--- src/rtl/i2s_slave_tx.sv ---
// i2s_slave_tx: I2S target transmitter, follows external sck/ws and shifts L/R words out on sd_o, MSB first, Philips timing
// Ports: wb_clk_i/wb_rst_i system clock and sync active-high reset; sck_i/ws_i bus clock and word select (async);
//        sd_o serial data; l_data_i/r_data_i/frame_valid_i/frame_ready_o frame input handshake;
//        underrun_o pulse when a left word starts with no frame held; active_o high in LEFT/RIGHT.
// Option: define I2S_TX_UNDERRUN_REPEAT_EN to repeat the last frame on underrun instead of sending zeros.
module i2s_slave_tx #(
   parameter int DATA_W      = 24,
   parameter int SYNC_STAGES = 2
) (
   input  logic              wb_clk_i,
   input  logic              wb_rst_i,
   input  logic              sck_i,
   input  logic              ws_i,
   output logic              sd_o,
   input  logic [DATA_W-1:0] l_data_i,
   input  logic [DATA_W-1:0] r_data_i,
   input  logic              frame_valid_i,
   output logic              frame_ready_o,
   output logic              underrun_o,
   output logic              active_o
);
   localparam logic [1:0] S_IDLE = 2'd0, S_LEFT = 2'd1, S_RIGHT = 2'd2;
   localparam int CNT_W = $clog2(DATA_W + 1);
   logic [SYNC_STAGES-1:0] r_sck_sync, r_ws_sync;
   logic r_sck_prev, r_ws_cur, r_ws_last, r_hold_full, r_underrun;
   logic [1:0] r_state;
   logic [CNT_W-1:0] r_bit_cnt;
   logic [DATA_W-1:0] r_shift, r_act_r, r_hold_l, r_hold_r;
   logic w_sck, w_rise, w_fall, w_start, w_xfer, w_load_r, w_acc;
   logic [DATA_W-1:0] w_new_l, w_new_r;
   assign w_sck    = r_sck_sync[SYNC_STAGES-1];
   assign w_rise   = ~r_sck_prev & w_sck;
   assign w_fall   = r_sck_prev & ~w_sck;
   // ws_cur/ws_last only move on rising edges, so the change flag covers exactly the next falling edge
   assign w_start  = w_fall & (r_ws_cur != r_ws_last);
   assign w_xfer   = w_start & ~r_ws_cur;
   assign w_load_r = w_start & r_ws_cur & (r_state != S_IDLE);
   assign w_acc    = frame_valid_i & ~r_hold_full;
   assign sd_o          = r_shift[DATA_W-1];
   assign frame_ready_o = ~r_hold_full;
   assign underrun_o    = r_underrun;
   assign active_o      = r_state != S_IDLE;
`ifdef I2S_TX_UNDERRUN_REPEAT_EN
   logic [DATA_W-1:0] r_act_l;
   assign w_new_l = r_hold_full ? r_hold_l : r_act_l;
   assign w_new_r = r_hold_full ? r_hold_r : r_act_r;
   always_ff @(posedge wb_clk_i)
      if (wb_rst_i) r_act_l <= '0;
      else if (w_xfer) r_act_l <= w_new_l;
`else
   assign w_new_l = r_hold_full ? r_hold_l : '0;
   assign w_new_r = r_hold_full ? r_hold_r : '0;
`endif
   always_ff @(posedge wb_clk_i) begin
      if (wb_rst_i) begin
         r_sck_sync  <= '0;
         r_ws_sync   <= '0;
         r_sck_prev  <= 1'b0;
         r_ws_cur    <= 1'b0;
         r_ws_last   <= 1'b0;
         r_hold_full <= 1'b0;
         r_underrun  <= 1'b0;
         r_state     <= S_IDLE;
         r_bit_cnt   <= '0;
         r_shift     <= '0;
         r_act_r     <= '0;
         r_hold_l    <= '0;
         r_hold_r    <= '0;
      end else begin
         r_sck_sync  <= {r_sck_sync[SYNC_STAGES-2:0], sck_i};
         r_ws_sync   <= {r_ws_sync[SYNC_STAGES-2:0], ws_i};
         r_sck_prev  <= w_sck;
         if (w_rise) begin
            r_ws_cur  <= r_ws_sync[SYNC_STAGES-1];
            r_ws_last <= r_ws_cur;
         end
         r_underrun  <= w_xfer & ~r_hold_full;
         r_hold_full <= w_acc | (r_hold_full & ~w_xfer);
         if (w_acc) begin
            r_hold_l <= l_data_i;
            r_hold_r <= r_data_i;
         end
         if (w_xfer) begin
            r_act_r   <= w_new_r;
            r_shift   <= w_new_l;
            r_bit_cnt <= '0;
            r_state   <= S_LEFT;
         end else if (w_load_r) begin
            r_shift   <= r_act_r;
            r_bit_cnt <= '0;
            r_state   <= S_RIGHT;
         end else if (w_fall && r_state != S_IDLE) begin
            // past the last data bit the slot is padded with zeros
            r_shift   <= (r_bit_cnt < CNT_W'(DATA_W - 1)) ? {r_shift[DATA_W-2:0], 1'b0} : '0;
            r_bit_cnt <= (r_bit_cnt == CNT_W'(DATA_W)) ? r_bit_cnt : r_bit_cnt + 1'b1;
         end
      end
   end
endmodule
--- config.mk ---
export PLATFORM = sky130hd
export DESIGN_NAME = i2s_slave_tx
export DESIGN_NICKNAME = d
export VERILOG_FILES = /design/src/rtl/i2s_slave_tx.sv
export SDC_FILE = /design/constraint.sdc
export NUM_CORES = 1
export LEC_CHECK = 0
export BUFFER_PORTS_ARGS = -buffer_cell sky130_fd_sc_hd__buf_2
export CORE_MARGIN = 4
export CORE_UTILIZATION = 45
export DETAILED_ROUTE_END_ITERATION = 8
export MAX_ROUTING_LAYER = met4
export PLACE_DENSITY = 0.71
export SLEW_MARGIN = 40
export SYNTH_ARGS = -nofsm -noshare
export SYNTH_HDL_FRONTEND = slang
export SYNTH_SLANG_ARGS = --single-unit
--- constraint.sdc ---
create_clock -name wb_clk_i -period 1.7 [get_ports wb_clk_i]
set_input_delay 0.34 -clock wb_clk_i [delete_from_list [all_inputs] [get_ports wb_clk_i]]
set_output_delay 0.34 -clock wb_clk_i [all_outputs]
set_load 0.02 [all_outputs]
==> results.md, run 1 <==
* Core ar. at ~9900 µm²
* CTS resizes at 0
* Status: finished, final reports clean
* Final Max Tran Viols at 0
* Vias in the first global route at roughly 3700
* Port bufs at 56
* Reg-to-Reg Start: r_sck_prev$_SDFF_PP0_
* R2R Path End: r_shift[19]$_SDFFE_PP0P_
* Max clock buf depth at 2
* Setup WS pre-CTS at 70.5 ps
* Die area at about 12000 µm²
* Setup TNS at 0 ps
* Total Nets Final at roughly 620
* Remaining Overflow, GRT at 0
* DR WL/cell at ~16 µm
* Via count at just under 4000
* DP Wirelength at about 7500 µm
* Clock slew at reported path FFs at roughly 100 ps
* Hold_sp: sck_i
* CP Max Fanout at 10
* Setup Skew at ~13 ps
* Setup slack after layout at 100 ps
* Most common cell after layout, fill and taps aside: nand2_1
* Clk sinks at approximately 110
* Worst Hold Depth at 2
* Total CTS buffers at 9
* CP cell instances: nor2b_1 > buf_4 > and3_1 > buf_4 > a221oi_2 > a211oi_2
* Async set or reset register ratio after synthesis at 0%
* Worst setup SP type: flip-flop
* Slowest library cell on the worst path: a221oi_2
* Final Hold Vio Count at 0
* CP delay by family, top: compound AO/OA/AOI/OAI gates
* #FFs+latches synth at between 100 and 150
* Clk_lat worst skew at roughly 380 ps
* Rows at 36
* Critical path capture point type: flip-flop
* Pleak at 1.97 nW
* Post CTS Setup Buffer Count at 0
* Final WL at between 10000 and 15000 µm
* Filler cell count at between 900 and 1000
* Arrival @ worst endpoint at 1870 ps
* Slew at the pin closest to its max-slew limit at ~340 ps
* Area after DPL at approximately 5100 µm²
* Register area share after synthesis at around 48%
* Cells after Synth at between 500 and 600
* CP max stage delay at between 300 and 400 ps
* Gpl congestion at 0.819
* Post-synth EDFFs at 0
* RSZ-0062 raised after global routing: no
* Layout cells sized above 1 at 24.2%
* ANT cells at 0
* Critical path data required time at a little under 2000 ps
* Layout area overhead at 14.6%
* Syn. warnings at 0
* PD cells at ~900 nW/µm²
* CP dominant cell by count: buf_4
* Total track usage at approximately a fifth
* Residual DRC at 0
* Hold Buf Count CTS at 0
* DRT iter0 DRCs at 306
* Max-Slew Margin vs Limit at 77.6%
* Final min period at 1600 ps
* GR Util met1 at roughly 28%
* Commonest cells after routing, fill and taps aside: nand2_1, dfxtp_1, a21oi_1, buf_2, nor2_1
* Cell area after synthesis at 4630 µm²
* Die width at 109 µm
* I/O pin count at 57
* VDD IR max at just under 0.5 mV
* Max H-tree Level at 3
* Hold WC Path Type: in2reg
* Clk root buf: clkbuf_8
* FMAX at 0.625 GHz
* Yosys cell types at 34
* # Max-Cap Violations at 0
* Period utilisation layout at between 90% and 100%
* TritonRoute pass-1 iters at 7
* Die span in y at 109 µm
* Most used DFF post-synth: dfxtp_1
* Initial antenna violation count at 0
* Total Power at 0.00482 W
* Hold endpoint: r_sck_sync[0]$_SDFF_PP0_
* Pin count of the biggest net entering global routing at 62
* Worst R2R Path Depth at 6
* First-pass GRT wire length at about 18000 µm
* CP Class: reg2reg
* Reg2reg setup slack at roughly 100 ps
* Post-layout util at 53.5%
* Starting Density at a little under half
* Number of routed nets with antenna violations at 0
* Crit path buffers/inverters at 2
* Fin area at around 5300 µm²
* GR peak layer: met2
* Met3 usage at about 3.5%
* Avg Cell Area, Syn at 8.79 µm²
* TritonCTS clock tree: built
* Vias/cell at 5.56
* Mapped Nets at between 500 and 600
* Count of final setup violators at 0
* GR Util met2 at between 20% and 30%
==> layout make-up <==
cell class / count / area (µm²) / share of cell area, %
Clock inverter: 5 / 85.1 / 1.60
Multi-Input combinational cell: 362 / 2120 / 39.9
Sequential cell: 112 / 2240 / 42.3
Inverter: 3 / 11.3 / 0.212
Clock buffer: 11 / 141 / 2.67
Timing Repair Buffer: 78 / 536 / 10.1
Tap cell: 133 / 166 / 3.14
==> state kept, by name (all words and copies together) (netlist names) <==
name	count
r_shift	24
underrun_o	1
r_bit_cnt	5
r_state	2
r_ws_cur	1
r_ws_last	1
r_act_r	24
r_sck_prev	1
r_ws_sync	2
r_hold_full	1
r_sck_sync	2
r_hold_r	24
r_hold_l	24
==> cell usage after synthesis (all sizes together) (2+ instances only) <==
| cell type | number | area [µm²] |
|---|---|---|
| a211oi | 23 | 263 |
| a21oi | 73 | 365 |
| nand3 | 27 | 135 |
| and3 | 3 | 18.8 |
| clkbuf | 27 | 105 |
| nor2 | 34 | 128 |
| mux2i | 3 | 30.0 |
| nor2b | 10 | 62.6 |
| ha | 2 | 25.0 |
| o21ai | 2 | 13.8 |
| inv | 3 | 11.3 |
| nand4 | 25 | 156 |
| buf | 22 | 175 |
| a221oi | 24 | 329 |
| xor2 | 3 | 26.3 |
| dfxtp | 112 | 2240 |
| nor3 | 4 | 20.0 |
| nand2 | 122 | 458 |
==> where the power goes <==
| part | total [W] | switching [W] | internal (W) |
|---|---|---|---|
| Clock | 0.00179 | 0.000906 | 0.000882 |
| Sequential | 0.00275 | 0.0000528 | 0.00269 |
| Combinational | 0.000289 | 0.000171 | 0.000119 |
| Total | 0.00482 | 0.00113 | 0.00369 |
==> worst max path at each step <==
stage          slack (ps)  depth (start not counted)                    start                        to
6_report              100                          6    r_sck_prev$_SDFF_PP0_  r_shift[19]$_SDFFE_PP0P_
3_3_place_gp          110                          5    r_ws_cur$_SDFFE_PP0P_  r_shift[18]$_SDFFE_PP0P_
3_5_place_dp           70                          5  r_state[0]$_SDFFE_PP0P_   r_shift[5]$_SDFFE_PP0P_
4_1_cts                40                          5  r_state[0]$_SDFFE_PP0P_  r_shift[19]$_SDFFE_PP0P_
2_1_floorplan         130                          7  r_state[0]$_SDFFE_PP0P_  r_shift[10]$_SDFFE_PP0P_
5_1_grt                 5                          6    r_sck_prev$_SDFF_PP0_  r_shift[19]$_SDFFE_PP0P_
==> metrics by stage <==
| step | cells | hold WS [ps] |
|---|---|---|
| after floorplan | 526 | 414 |
| after global placement | 688 | 420 |
| after detailed placement | 688 | 429 |
| after CTS | 704 | 154 |
| after global routing | 704 | 173 |
| final | 704 | 167 |
==> cells by family (layout without fill, tap and decap cells) <==
group / count (synthesis) / count (layout) / share of synthesized area [%]
AO/OA/AOI/OAI: 123 / 123 / 21.2
XOR/XNOR: 4 / 4 / 0.758
adder cells (fa/ha/maj): 2 / 2 / 0.541
buffers and inverters: 52 / 97 / 6.30
flip-flops: 112 / 112 / 48.5
multiplexers: 3 / 3 / 0.649
AND/OR/NAND/NOR: 230 / 230 / 22.1
==> layer usage <==
layer  vias up  part of all wire (%)
met5         -                     0
met2       118                    45
li1       1913                     -
met4         0                   1.9
met1      1862                    48
met3        18                   5.3
Power figures use the tool's default switching activity.
==> run 2: changes to the inputs <==
--- a/config.mk
+++ b/config.mk
@@ -5,6 +5,7 @@
 export SDC_FILE = /design/constraint.sdc
 export NUM_CORES = 1
 export LEC_CHECK = 0
+export ABC_AREA = 1
 export BUFFER_PORTS_ARGS = -buffer_cell sky130_fd_sc_hd__buf_2
 export CORE_MARGIN = 4
 export CORE_UTILIZATION = 45
==> run 2 against run 1 <==
Sequential share of layout area grew 0.63 points. Global-route usage shrank 2.0 points. Cell area shrank 1.6%. Count of clock-buffer cells in the layout shrank 1. Non-clock buffer count shrank 9. Sequential cell count is the same. Synthesized cell count grew 22%. Critical endpoint is now active_o.
==> results.md, run 2 <==
* Async set or reset register ratio after synthesis at 0% (unchanged)
* Hold_sp: sck_i
* PD cells at 905 nW/µm² (-0.51%)
* Avg Cell Area, Syn at 7.28 µm² (-17%)
* Gpl congestion at 0.793 (-3.1%)
* Cell with the most instances after synthesis: nor2_1
* Total Nets Final at 736 (+19%)
* GR Util met2 at 26.4% (-2.7 points)
* Clk sinks at 112 (unchanged)
* Pleak at 2.24 nW (+14%)
* I/O pin count at 57 (unchanged)
* Via count at 4036 (+3.2%)
* Worst Hold Depth at 3 (+1)
* Starting Density at 47.0% (+0.28 points)
* Max clock buf depth at 2 (unchanged)
* Most common cell after layout, fill and taps aside: nor2_1
* Most used DFF post-synth: dfxtp_1
* CTS resizes at 0 (unchanged)
* Cells after Synth at 642 (+22%)
* Arrival @ worst endpoint at 1210 ps (-660 ps)
* Share of the synthesized area in the top cell type at 48.0% (-0.51 points)
* Residual DRC at 0 (unchanged)
* Syn. warnings at 0 (unchanged)
* TritonRoute pass-1 iters at 4 (-3)
* Setup TNS at 0 ps (unchanged)
* Slew at the pin closest to its max-slew limit at 375 ps (+39.1 ps)
* Core ar. at 9950 µm² (+0.45%)
* Reg-to-Reg Start: r_bit_cnt[0]$_SDFFE_PP0P_
* Die width at 110 µm (+0.49%)
* R2R Path End: r_shift[23]$_SDFFE_PP0P_
* Clk root buf: clkbuf_8
* Most instantiated cells after synthesis: nor2_1, dfxtp_1, nand2_1, o21ai_0, nand3_1
* Layout area overhead at 11.6%
* Max H-tree Level at 3 (unchanged)
* Total track usage at 17.9% (-2.0 points)
* Setup Skew at 10.0 ps (-2.49 ps)
* #FFs+latches synth at 112 (unchanged)
* Register area share after synthesis at 48.0% (-0.51 points)
* FMAX at 0.647 GHz (+3.5%)
* Post CTS Setup Buffer Count at 0 (unchanged)
* CP cell instances: nor2_2 > inv_1 > buf_2
* Synth area leaders: dfxtp_1, nor2_1, o21ai_0, nand2_1, nand3_1
* Critical path capture point type: primary output
* Mapped Nets at 697 (+20%)
* Post-synth EDFFs at 0 (unchanged)
* Period utilisation layout at 90.9% (-3.2 points)
* Initial antenna violation count at 0 (unchanged)
* CP max stage delay at 330 ps (about the same)
* Cell area after synthesis at 4670 µm² (+1.1%)
* Number of routed nets with antenna violations at 0 (unchanged)
* Final min period at 1550 ps (-54.2 ps)
* Slowest library cell on the worst path: dfxtp_1
* # Max-Cap Violations at 0 (unchanged)
* CP Class: reg2out
* Die area at 12100 µm² (+0.98%)
* Total CTS buffers at 9 (unchanged)
* TritonCTS clock tree: built
* ANT cells at 0 (unchanged)
* Hold Buf Count CTS at 0 (unchanged)
* Commonest cells after routing, fill and taps aside: nor2_1, dfxtp_1, nand2_1, o21ai_0, nand3_1
* WHS at 163 ps (-4.05 ps)
* Final Hold Vio Count at 0 (unchanged)
* VDD IR max at 0.406 mV (-17%)
* Worst setup SP type: flip-flop
* DP Wirelength at 7050 µm (-5.4%)
* RSZ-0062 raised after global routing: no
* Clock slew at reported path FFs at 100 ps (about the same)
* Status: finished, final reports clean
* First-pass GRT wire length at 16800 µm (-7.9%)
* Critical path data required time at 1360 ps (-610 ps)
* Worst R2R Path Depth at 8 (+2)
* Pin count of the biggest net entering global routing at 56 (-9.7%)
* Die span in y at 110 µm (+0.49%)
* DR WL/cell at 12.2 µm (-21%)
* Final WL at 10000 µm (-8.6%)
* Layout cells sized above 1 at 14.6% (-9.6 points)
* Clk_lat worst skew at 380 ps (about the same)
* Final Max Tran Viols at 0 (unchanged)
* GR peak layer: met2
* Vias in the first global route at 3649 (-1.1%)
* DRT iter0 DRCs at 227 (-26%)
* Met3 usage at 3.17% (-0.29 points)
* Hold WC Path Type: in2reg
* Max-Slew Margin vs Limit at 75.0% (-2.6 points)
* Remaining Overflow, GRT at 0 (unchanged)
* Hold endpoint: r_sck_sync[0]$_SDFF_PP0_
* CP Max Fanout at 3 (-7)
* Rows at 36 (unchanged)
* GR Util met1 at 24.7% (-3.2 points)
* Reg2reg setup slack at 220 ps (+120 ps)
* Vias/cell at 4.93 (-11%)
* Port bufs at 56 (unchanged)
* Yosys top cell by area: dfxtp_1
* Count of final setup violators at 0 (unchanged)
* Yosys cell types at 25 (-26%)
==> run 2: cell types whose count changed after synthesis, sizes merged, moves of 23 or more <==
cell	previous run	this run
nand4	25	1
a21oi	73	32
a221oi	24	0
inv	3	58
nor2	34	129
nand2	122	97
o21ai	2	100
nand3	27	66
a211oi	23	0
==> run 2: worst max-delay path by stage <==
stage	startpoint	end	slack, ps	depth (start not counted)
after floorplan	r_hold_full$_SDFF_PP0_	r_hold_l[19]$_SDFFE_PP0P_	390	6
after global placement	r_ws_cur$_SDFFE_PP0P_	r_shift[23]$_SDFFE_PP0P_	300	7
after detailed placement	r_ws_last$_SDFFE_PP0P_	r_act_r[6]$_SDFFE_PP0P_	250	6
after CTS	r_state[0]$_SDFFE_PP0P_	active_o	130	3
after global routing	r_bit_cnt[1]$_SDFFE_PP0P_	r_shift[23]$_SDFFE_PP0P_	60	8
final	r_state[0]$_SDFFE_PP0P_	active_o	150	3
==> run 2: cells by family (layout without fill, tap and decap cells) <==
kind of cell / Yosys count / count (layout) / synth area share [%]
AO/OA/AOI/OAI: 132 / 132 / 14.4
XOR/XNOR: 1 / 1 / 0.187
buffers and inverters: 99 / 143 / 10.0
flip-flops: 112 / 112 / 48.0
AND/OR/NAND/NOR: 296 / 296 / 26.9
adder cells (fa/ha/maj): 2 / 2 / 0.535
==> run 2: routing by layer <==
layer  vias to the layer above  part of all wire [%]
met1                      1833                    49
met5                         -                     0
li1                       2124                     -
met4                         0                   1.6
met2                        64                    46
met3                        15                   3.6
==> run 2: power breakdown <==
group	internal (W)	leakage, nW	switching, W
Combinational	0.000141	1.23	0.000217
Sequential	0.00273	0.915	0.0000485
Clock	0.000690	0.0968	0.000895
==> run 2: worst max-delay path: cells and delay by family (launching register included) <==
family	cells	cell delay, ps
DFF	1	330
and+or+nand+nor	1	240
buffers and inverters	2	250
==> run 2: area by class of cell <==
| class | instances | area (µm²) |
|---|---|---|
| Fill cell | 991 | 4740 |
| Sequential cell | 112 | 2240 |
| Multi-Input combinational cell | 431 | 1970 |
| Timing Repair Buffer | 69 | 428 |
| Inverter | 58 | 218 |
| Tap cell | 133 | 166 |
| Clock buffer | 10 | 128 |
| Clock inverter | 6 | 68.8 |
==> run 2: per-stage QoR <==
| stage | instance area (µm²) | util, % | power (W) | instances | worst slack, ps |
|---|---|---|---|---|---|
| floorplan | 4670 | - | 0.00307 | 642 | 388 |
| global placement | 5020 | 50.4 | 0.00319 | 803 | 298 |
| detailed placement | 5020 | 50.4 | 0.00320 | 803 | 254 |
| CTS | 5220 | 52.4 | 0.00475 | 819 | 127 |
| global route | 5220 | 52.4 | 0.00491 | 819 | 57.4 |
| finish | 5220 | 52.4 | 0.00472 | 819 | 154 |
==> run 3: changes to the inputs <==
--- a/config.mk
+++ b/config.mk
@@ -7,11 +7,12 @@
 export LEC_CHECK = 0
 export ABC_AREA = 1
 export BUFFER_PORTS_ARGS = -buffer_cell sky130_fd_sc_hd__buf_2
+export CAP_MARGIN = 20
 export CORE_MARGIN = 4
-export CORE_UTILIZATION = 45
+export CORE_UTILIZATION = 25
 export DETAILED_ROUTE_END_ITERATION = 8
 export MAX_ROUTING_LAYER = met4
-export PLACE_DENSITY = 0.71
+export PLACE_DENSITY = 0.46
 export SLEW_MARGIN = 40
 export SYNTH_ARGS = -nofsm -noshare
 export SYNTH_HDL_FRONTEND = slang
==> run 3 against run 2 <==
Total power up 11%. Clock skew up 1.6 ps. First-iteration DRC count up 4.8%. Critical path depth up 3. Sequential power about the same. Die area up 73%. Clock power up 31%. Largest power group unchanged.
==> results.md, run 3 (synthesis gave the netlist of run 2 again) <==
* Final Max Tran Viols at 0 (unchanged)
* Gpl congestion at 0.752 (-5.2%)
* Crit path buffers/inverters at 1 (-1)
* Slowest library cell on the worst path: dfxtp_1
* Port bufs at 56 (unchanged)
* Post-layout util at 30.1% (-22 points)
* TritonCTS clock tree: built
* Remaining Overflow, GRT at 0 (unchanged)
* Period utilisation layout at 89.3% (-1.6 points)
* Most common cell after layout, fill and taps aside: nor2_1
* CP cell instances: inv_1 > nor2_2 > nand2_4 > nor2_8 > nand2_2 > o21ai_0
* Count of final setup violators at 0 (unchanged)
* Worst R2R Path Depth at 6 (-2)
* Total track usage at 11.8% (-6.1 points)
* Pleak at 2.30 nW (+2.6%)
* Filler cell count at 2036 (+110%)
* First-pass GRT wire length at 19100 µm (+14%)
* Critical path origin: r_ws_last$_SDFFE_PP0P_
* Cell depth of the worst setup path at 6 (+3)
* Pin count of the biggest net entering global routing at 40 (-29%)
* Commonest cells after routing, fill and taps aside: nor2_1, dfxtp_1, nand2_1, o21ai_0, nand3_1
* Vias in the first global route at 3794 (+4.0%)
* DP Wirelength at 7920 µm (+12%)
* Critical path capture point type: flip-flop
* VDD IR max at 0.462 mV (+14%)
* Residual DRC at 0 (unchanged)
* CP max stage delay at 360 ps (+30 ps)
* Area after DPL at 5170 µm² (+3.0%)
* Setup Skew at 11.7 ps (+1.61 ps)
* TritonRoute pass-1 iters at 4 (unchanged)
* DR WL/cell at 12.5 µm (+2.0%)
* Hold WC Path Type: in2reg
* ANT cells at 0 (unchanged)
* Final min period at 1520 ps (-27.1 ps)
* Layout cells sized above 1 at 15.1% (+0.50 points)
* Clk root buf: clkbuf_16
* Core ar. at 18100 µm² (+82%)
* Rows at 49 (+36%)
* Via count at 4044 (+0.20%)
* Vias/cell at 4.40 (-11%)
* CTS resizes at 0 (unchanged)
* Clk_lat worst skew at 360 ps (-20 ps)
* Max H-tree Level at 3 (unchanged)
* CP delay by family, top: simple AND/OR/NAND/NOR gates
* Critical path data required time at 1970 ps (+610 ps)
* Status: finished, final reports clean
* I/O pin count at 57 (unchanged)
* PD cells at 961 nW/µm² (+6.1%)
* DRT iter0 DRCs at 238 (+4.8%)
* Setup TNS at 0 ps (unchanged)
* FMAX at 0.659 GHz (+1.8%)
* CP endpoint: r_act_r[11]$_SDFFE_PP0P_
* Slew at the pin closest to its max-slew limit at 376 ps (+0.921 ps)
* Total CTS buffers at 9 (unchanged)
* Worst setup SP type: flip-flop
* Hold Buf Count CTS at 0 (unchanged)
* Clk sinks at 112 (unchanged)
* Number of routed nets with antenna violations at 0 (unchanged)
* Fin area at 5460 µm² (+4.7%)
* RSZ-0062 raised after global routing: no
* Initial antenna violation count at 0 (unchanged)
* Die span in y at 145 µm (+32%)
* R2R Path End: r_act_r[11]$_SDFFE_PP0P_
* # Max-Cap Violations at 0 (unchanged)
* Total Power at 0.00525 W (+11%)
* Clock slew at reported path FFs at 80 ps (-20 ps)
* Reg-to-Reg Start: r_ws_last$_SDFFE_PP0P_
* Final Hold Vio Count at 0 (unchanged)
* Die area at 20900 µm² (+73%)
* CP Max Fanout at 21 (+18)
* Total Nets Final at 740 (+0.54%)
* CP Class: reg2reg
* Layout area overhead at 16.8%
* Arrival @ worst endpoint at 1790 ps (+580 ps)
* Reg2reg setup slack at 180 ps (-40 ps)
* Die width at 145 µm (+32%)
* Starting Density at 25.8% (-21 points)
* Max clock buf depth at 2 (unchanged)
* Post CTS Setup Buffer Count at 0 (unchanged)
* Max-Slew Margin vs Limit at 74.9% (-0.098 points)
* WHS at 198 ps (+35.2 ps)
* Final WL at 11500 µm (+14%)
-- run 3: cell types whose count changed in the layout (fill, tap and decap cells not counted) --
cell and change:
buf_4 +4, clkinv_8 +1, clkbuf_16 +9, inv_6 +2, inv_8 +1, bufinv_16 -1
clkinv_4 -2, clkbuf_8 -9, clkinv_2 -1
-- run 3: power by group --
group	internal, W	switching [W]	leakage (nW)
logic	0.000146	0.000225	1.24
clock network	0.00104	0.00106	0.139
registers	0.00273	0.0000533	0.915
total	0.00391	0.00133	2.30
-- run 3: final cells by class --
type                            count  area [µm²]  area share (%)
Multi-Input combinational cell    431        1970            36.0
Sequential cell                   112        2240            41.1
Clock buffer                       10         229            4.19
Timing Repair Buffer               73         458            8.38
Inverter                           58         218            3.99
Clock inverter                      6        61.3            1.12
Tap cell                          229         287            5.25
-- run 3: worst reg2reg max path, cell delays in order (launching register included) --
cell and delay, ps:
dfxtp_1 360, inv_1 60, nor2_2 120, nand2_4 120, nor2_8 300, nand2_2 260, o21ai_0 220
-- run 3: how the worst min path moves through the flow --
stage	from	to	slack [ps]	depth (start not counted)
4_1_cts	ws_i	r_ws_sync[0]$_SDFF_PP0_	180	3
5_1_grt	sck_i	r_sck_sync[0]$_SDFF_PP0_	190	3
2_1_floorplan	r_sck_sync[0]$_SDFF_PP0_	r_sck_sync[1]$_SDFF_PP0_	390	2
3_5_place_dp	r_ws_sync[0]$_SDFF_PP0_	r_ws_sync[1]$_SDFF_PP0_	400	2
3_3_place_gp	r_ws_sync[0]$_SDFF_PP0_	r_ws_sync[1]$_SDFF_PP0_	400	2
6_report	ws_i	r_ws_sync[0]$_SDFF_PP0_	200	3
-- run 3: metrics by stage --
step / setup WS (ps) / std cells
after floorplan: 388 / 642
after global placement: 191 / 903
after detailed placement: 180 / 903
after CTS: 154 / 919
after global routing: 9.88 / 919
final: 181 / 919
-- run 3: routing by layer --
metal / GRT usage, % / up-vias / share of wire [%]
met1: 16.3 / 1854 / 51
met4: 3.24 / 0 / 1.2
met3: 2.86 / 6 / 3.4
li1: - / 2135 / -
met5: - / - / 0
met2: 17.3 / 49 / 44
